<file path="config.mk">
export PLATFORM = sky130hd
export DESIGN_NAME = pipelined_cla_adder
export DESIGN_NICKNAME = d
export VERILOG_FILES = /design/src/rtl/pipelined_cla_adder.sv
export SDC_FILE = /design/constraint.sdc
export NUM_CORES = 1
export LEC_CHECK = 0
export BUFFER_PORTS_ARGS = -buffer_cell sky130_fd_sc_hd__buf_2
export CORE_MARGIN = 1
export CORE_UTILIZATION = 30
export CTS_BUF_LIST = sky130_fd_sc_hd__clkbuf_4
export CTS_CLUSTER_DIAMETER = 60
export DETAILED_ROUTE_END_ITERATION = 16
export GPL_ROUTABILITY_DRIVEN = 0
export SETUP_SLACK_MARGIN = 0.05
export SLEW_MARGIN = 10
export SYNTH_ARGS = -nofsm -noshare
export SYNTH_HDL_FRONTEND = slang
export SYNTH_SLANG_ARGS = --single-unit
export TNS_END_PERCENT = 100
</file>
<file path="constraint.sdc">
create_clock -name clk -period 7.5 [get_ports clk]
set_clock_uncertainty 0.1 [all_clocks]
set_input_delay 1.125 -clock clk [delete_from_list [all_inputs] [get_ports clk]]
set_output_delay 1.125 -clock clk [all_outputs]
set_load 0.02 [all_outputs]
</file>
<file path="src/rtl/pipelined_cla_adder.sv">
// Pipelined carry-lookahead adder/subtractor with a valid/ready handshake.
// Each stage resolves WIDTH/STAGES sum bits and passes the carry and the unresolved operand bits on.
module pipelined_cla_adder #(
   parameter int WIDTH  = 32,
   parameter int STAGES = 2
) (
   input  logic             clk,
   input  logic             reset_n,
   input  logic             in_valid,
   output logic             in_ready,
   input  logic [WIDTH-1:0] a,
   input  logic [WIDTH-1:0] b,
   input  logic             ci,
   input  logic             sub,
   output logic             out_valid,
   input  logic             out_ready,
   output logic [WIDTH-1:0] s,
   output logic             co,
   output logic             ovf
);
   localparam int SLICE = WIDTH / STAGES;
   localparam int LAST  = STAGES - 1;
   localparam logic [STAGES-1:0] ALL_ONES = '1;

   // Per-stage registers: x holds resolved sum bits below the boundary and raw a bits above it.
   logic [WIDTH-1:0]  x_q [STAGES];
   logic [WIDTH-1:0]  x_d [STAGES];
   logic [WIDTH-1:0]  y_q [STAGES];
   logic [WIDTH-1:0]  y_d [STAGES];
   logic [STAGES-1:0] vld_q, vld_d;
   logic [STAGES-1:0] c_q, c_d;
   logic [STAGES-1:0] as_q, as_d;
   logic [STAGES-1:0] bs_q, bs_d;

   // Stage sources: stage 0 reads the ports, stage k reads stage k-1.
   logic [WIDTH-1:0]  src_x [STAGES];
   logic [WIDTH-1:0]  src_y [STAGES];
   logic [STAGES-1:0] src_c, src_as, src_bs, src_v;
   logic [SLICE:0]    res [STAGES];
   logic [STAGES-1:0] adv;
   logic [WIDTH-1:0]  b_eff;

   function automatic logic [SLICE:0] cla_slice(input logic [SLICE-1:0] x,
                                                input logic [SLICE-1:0] y,
                                                input logic             cin);
      logic [SLICE-1:0] g, p, sum;
      logic [3:0]       gg, pp;
      logic [4:0]       gc;
      logic             c;
      g   = x & y;
      p   = x ^ y;
      c   = cin;
      sum = '0;
      for (int grp = 0; grp < SLICE / 4; grp++) begin
         gg    = g[grp*4 +: 4];
         pp    = p[grp*4 +: 4];
         gc[0] = c;
         gc[1] = gg[0] | (pp[0] & c);
         gc[2] = gg[1] | (pp[1] & gg[0]) | (pp[1] & pp[0] & c);
         gc[3] = gg[2] | (pp[2] & gg[1]) | (pp[2] & pp[1] & gg[0]) | (pp[2] & pp[1] & pp[0] & c);
         gc[4] = gg[3] | (pp[3] & gg[2]) | (pp[3] & pp[2] & gg[1])
               | (pp[3] & pp[2] & pp[1] & gg[0]) | (&pp & c);
         sum[grp*4 +: 4] = pp ^ gc[3:0];
         c = gc[4];
      end
      return {c, sum};
   endfunction

   assign b_eff = sub ? ~b : b;

   // A stage may advance when it or any stage downstream of it holds a bubble, or the output drains.
   always_comb begin
      adv = '0;
      for (int k = 0; k < STAGES; k++) begin
         adv[k] = out_ready | (|(~vld_q & (ALL_ONES << k)));
      end
   end

   always_comb begin
      src_x[0]  = a;
      src_y[0]  = b_eff;
      src_c[0]  = sub | ci;
      src_as[0] = a[WIDTH-1];
      src_bs[0] = b_eff[WIDTH-1];
      src_v[0]  = in_valid;
      for (int k = 1; k < STAGES; k++) begin
         src_x[k]  = x_q[k-1];
         src_y[k]  = y_q[k-1];
         src_c[k]  = c_q[k-1];
         src_as[k] = as_q[k-1];
         src_bs[k] = bs_q[k-1];
         src_v[k]  = vld_q[k-1];
      end
   end

   // NOTE: every always_comb output gets a hold-value default first so no path infers a latch.
   always_comb begin
      vld_d = vld_q;
      c_d   = c_q;
      as_d  = as_q;
      bs_d  = bs_q;
      for (int k = 0; k < STAGES; k++) begin
         x_d[k] = x_q[k];
         y_d[k] = y_q[k];
         res[k] = cla_slice(src_x[k][k*SLICE +: SLICE], src_y[k][k*SLICE +: SLICE], src_c[k]);
         if (adv[k]) begin
            vld_d[k] = src_v[k];
         end
         if (adv[k] && src_v[k]) begin
            x_d[k]                  = src_x[k];
            x_d[k][k*SLICE +: SLICE] = res[k][SLICE-1:0];
            y_d[k]                  = src_y[k];
            c_d[k]                  = res[k][SLICE];
            as_d[k]                 = src_as[k];
            bs_d[k]                 = src_bs[k];
         end
      end
   end

   // NOTE: state updates use non-blocking assignments; data registers are reset too so s/co/ovf read 0 during reset.
   always_ff @(posedge clk or negedge reset_n) begin
      if (!reset_n) begin
         vld_q <= '0;
         c_q   <= '0;
         as_q  <= '0;
         bs_q  <= '0;
         for (int k = 0; k < STAGES; k++) begin
            x_q[k] <= '0;
            y_q[k] <= '0;
         end
      end else begin
         vld_q <= vld_d;
         c_q   <= c_d;
         as_q  <= as_d;
         bs_q  <= bs_d;
         for (int k = 0; k < STAGES; k++) begin
            x_q[k] <= x_d[k];
            y_q[k] <= y_d[k];
         end
      end
   end

   assign in_ready  = adv[0];
   assign out_valid = vld_q[LAST];
   assign s         = x_q[LAST];
   assign co        = c_q[LAST];
   assign ovf       = (as_q[LAST] == bs_q[LAST]) && (x_q[LAST][WIDTH-1] != as_q[LAST]);

endmodule

</file>
Yosys cells after proc, flatten, opt, wreduce, memory -nomap -nowiden
Index checks and enable logic that the tools add are counted.

cells by class
  reduce and logical (&&, ||, !) cells = 12
  multiplexer cells = 1
  equality and inequality tests = 2
  bitwise operators = 217

operator list
  operator               number
  AND 1 bit              120
  bitwise OR 1 bit       83
  AND 16 bit             2
  two-way mux 32 bit     1
  inverter 32 bit        1
  AND reduction 4 bit    8
  XOR 16 bit             2
  XOR 4 bit              8
  logical AND 1 bit      3
  inverter 2 bit         1
  OR reduction 2 bit     1
  == test 1 bit          1
  inequality test 1 bit  1

storage, ports and cells
  flip-flop bits (word level) = 104
  output and inout bits = 36
  word-level logic and storage cells = 243
  bits of input ports = 70

Logic depth before layout (Yosys ltp)
  word-level depth = 15
  mapped depth = 14
  depth with buffers taken out = 12

Worst setup path before layout
No wires, ideal clock.

  path kind = in2reg
  from = in sub
  to = reg x_q (netlist bit src_x[12])
  stages = 13
  data arrival time = 4.177 ns
  slack = 3.140 ns
  cell sequence = buf_2 > buf_1 > xor2_1 > ha_1 > or3_1 > o221a_2 > a311o_1 > inv_2 > a21oi_2 > o211a_1 > a211oi_2 > fa_1 > o21ai_0

between the ends
  longest elaborated chain between the ends = 12

ends and longest elaborated chain
  element                                        line    source
  start: declaration                             14      input logic sub,
  two-way mux 32 bit                             69      assign b_eff = sub ? ~b : b;
  XOR 16 bit or AND 16 bit (tied branches)       51, 50
  AND 1 bit, on equally long branches            61, 62
  bitwise OR 1 bit (tied with other cells)       61      gc[4] = gg[3] | (pp[3] & gg[2]) | (pp[3] & pp[2] & gg[1])
  bitwise OR 1 bit or AND 1 bit (tied branches)  61, 62
  bitwise OR 1 bit (2 in series)                 62      | (pp[3] & pp[2] & pp[1] & gg[0]) | (&pp & c);
  AND 1 bit                                      62
  bitwise OR 1 bit                               62
  AND 1 bit                                      62
  bitwise OR 1 bit                               62
  XOR 4 bit (*)                                  63      sum[grp*4 +: 4] = pp ^ gc[3:0];
  end signal: indexed assignment                 137     x_q[k] <= x_d[k];
  end: declaration                               26      logic [WIDTH-1:0] x_q [STAGES];

Every way passes the cells marked *; elsewhere a longest branch is shown, timed or not.
A chain may end at the register's enable or synchronous reset.

Worst setup path in the final report
Ends and elaborated chain as after synthesis.

==> qor.csv <==
stage,metric,value,unit
run_status,status,"finished, final reports clean",
global_route,grt_overflow,0,
clock_tree,cts_root_buffer,clkbuf_4,
synth,synth_edf_count,0,
setup_path,endpoint_kind,register,
synth,synth_top_area_share,45.56,%
setup_path,crit_required,7.78,ns
finish,area_growth,18.60,%
synth,synth_seq_area_share,45.56,%
min_path,holdCritStartpoint,s[21],
die,die_w,127.5,um
synth,synth_area_leaders,"dfrtp_1, mux2_2, ha_1, xor2_1, o21ai_0",
setup_path,endpoint,src_x[12],
flow_run,cap_violations,0,
die,core_area,0.01526,mm2
timing,timing.final.crit_share,56.85,%
routing,remaining_drc_errors,0,
synth,synth_top_area_cell,dfrtp_1,
setup_path,ff2ff_path_depth,9,
synth,yosys_warnings,0,
synth,async_flop_share,100.0,%
synth,syn_area,0.004723,mm2
routing,routed_wl,10120,um
setup_path,critPathKind,input pin to register,
placement,dpl.hpwl,7712,um
routing,met2_wirelength,4930,um
global_route,grt_pass1_vias,3350,
routing,drtAntennaViolNets,0,
setup_path,r2r_slack,4.64,ns
die,die_area,0.01625,mm2
clock_tree,cts_made_buffers,9,
routing,m1WireLength,4523,um
global_route,grt_usage,13.52,%
clock_tree,htree_levels,3,
clock_tree,cts_max_path_buffers,2,
routing,viasPerCell,4.491,
routing,drt-initial-drc-count,96,
global_route,grt_max_degree,60,
clock_tree,cts_tree,yes,
timing,slew_violations,0,
setup_path,critPathArrivalTime,4.54,ns
min_path,hp-class,register to register,
die,start_util,30.96,%
timing,setup_viol,0,
synth,synth-seq-cells,86,
power,power.static_leakage,2.691,nW
setup_path,crit_start,sub,
clock_tree,holdBufCountCts,0,
finish,drive_above_1_share,32.16,%
timing,period_minus_slack,4.264,ns
power,vdd_ir_drop_max,0.09474,mV
clock_tree,cts_resized,0,
routing,wl_met3,505,um
routing,routed-via-count,3364,
finish,final_design_area_no_fill,0.005602,mm2
setup_path,reg2reg_to,s[28],
power,power.density,274.7,mW/mm2
routing,first_pass_iters,4,
finish,ff_latch_area,0.002152,mm2
setup_path,worst_r2r_startpoint,src_x[18],
timing,max-slew-margin-rel,32.86,%
die,row_count,45,
timing,tns,0,ns
timing,hold_viol,0,
routing,highest_layer,met4,
timing,worstMarginPinSlew,1.007,ns
finish,fillers,1549,
timing,fmax,234.5,MHz
clock_tree,clock-sinks,86,
global_route,grt_pass1_wl,16730,um
placement,placed_area,0.005469,mm2
finish,nNetsFinal,643,
synth,synth_cell_types,49,
die,die_h,127.5,um
finish,diodes,0,
synth,postSynthCellCount,432,
synth,synth-main-ff-cell,dfrtp_1,
clock_tree,clk_latency,0.46,ns
die,io_pins,106,
clock_tree,postCtsSetupBuffers,0,
synth,synth.avg_cell_area,10.93,um2
setup_path,critPathMaxFanout,34,
synth,synth.net_count,542,
clock_tree,clk_pin_slew,0.13,ns
placement,portBuffers,105,
timing,rsz0062_at_grt,no,
setup_path,critPathLaunchType,input pin,
finish,multi_input_area,0.002450,mm2
routing,wl_per_cell,13.51,um
global_route,antenna_found_initial,0,
[sequential cells by signal, summed over array words and instances, names as in the netlist]
register / cells
src_y: 16
c_q: 2
as_q: 1
src_x: 32
bs_q: 1
vld_q: 2
s: 32
[power by group]
group / total, mW / internal [mW] / switching (mW)
clock network: 0.261 / 0.0993 / 0.161
logic: 0.603 / 0.261 / 0.342
registers: 0.675 / 0.597 / 0.0778
total: 1.54 / 0.957 / 0.582
[worst min path at each step]
stage	endpoint	slack (ns)	cells past startpoint
after floorplan	src_x[10]	0.34	2
after global placement	s[25]	0.36	2
after detailed placement	s[23]	0.37	2
after CTS	s[23]	0.40	2
after global routing	src_y[18]	0.42	2
final	s[21]	0.39	2
[metrics by stage]
stage               setup WS, ns  cells  power, mW  util, %  hold WS (ns)
floorplan                  3.140    432      1.095        -        0.3446
global placement           2.774    733      1.280    35.84        0.3599
detailed placement         2.719    733      1.303    35.84        0.3664
CTS                        3.239    749      1.572    36.71        0.3988
global route               3.047    749      1.668    36.71        0.4181
finish                     3.236    749      1.539    36.71        0.3910
[synth_stat cells, drive strengths merged, types with 9 or more instances]
library cell and count:
xnor2 22, nand2 49, o21ai 45, dfrtp 86, a21oi 13, clkbuf 11
nor2 9, ha 32, xor2 30, inv 16, mux2 38
[kinds of logic (layout without fill, tap and decap cells)]
logic type      count (synthesis)  after routing  share of synthesized area (%)
simple gates                   90             90                          8.636
flops                          86             86                          45.56
xor+xnor                       52             52                          9.642
fa+ha+maj                      40             40                          11.87
compound gates                 92             92                          12.34
mux                            39             39                          9.272
buf+inv                        33            139                          2.675
[placed cells by master (no fill, tap or decap), types with 3 or more instances in the layout]
| cell | Yosys | final |
|---|---|---|
| mux2_2 | 38 | 38 |
| clkinv_2 | 0 | 3 |
| buf_4 | 0 | 3 |
| a21oi_1 | 11 | 11 |
| a21o_1 | 8 | 8 |
| o31ai_1 | 3 | 3 |
| and2_1 | 4 | 4 |
| fa_1 | 8 | 8 |
| xnor2_1 | 22 | 22 |
| dfrtp_1 | 86 | 86 |
| or2_2 | 4 | 4 |
| buf_2 | 2 | 104 |
| nor2_1 | 9 | 9 |
| o21a_1 | 4 | 4 |
| inv_1 | 15 | 15 |
| nand3_1 | 8 | 8 |
| nand2b_1 | 4 | 4 |
| o21ai_0 | 44 | 44 |
| ha_1 | 32 | 32 |
| nand2_1 | 49 | 47 |
| xor2_1 | 30 | 30 |
| clkbuf_4 | 0 | 9 |
[critical path: stages]
cell and delay (ns):
buf_2 0.75, xor2_1 0.16, ha_1 0.25, or3_1 0.37, o221a_2 0.29, a311o_1 0.34
inv_2 0.11, a21oi_2 0.07, o211a_1 0.22, a211oi_2 0.23, fa_1 0.43, o21ai_0 0.17
[metal layers]
layer	vias up	GRT usage, %
met5	-	0
li1	1702	-
met3	16	3.183
met4	0	5.322
met2	90	22.82
met1	1556	16.65
[layout make-up]
cell class	instances	share of cell area, %
Clock buffer	9	1.206
Clock inverter	7	1.161
Inverter	16	1.072
Multi-Input combinational cell	313	43.73
Sequential cell	86	38.42
Tap cell	211	4.713
Timing Repair Buffer	107	9.694
Note: power is estimated with default switching activity, not from simulation.
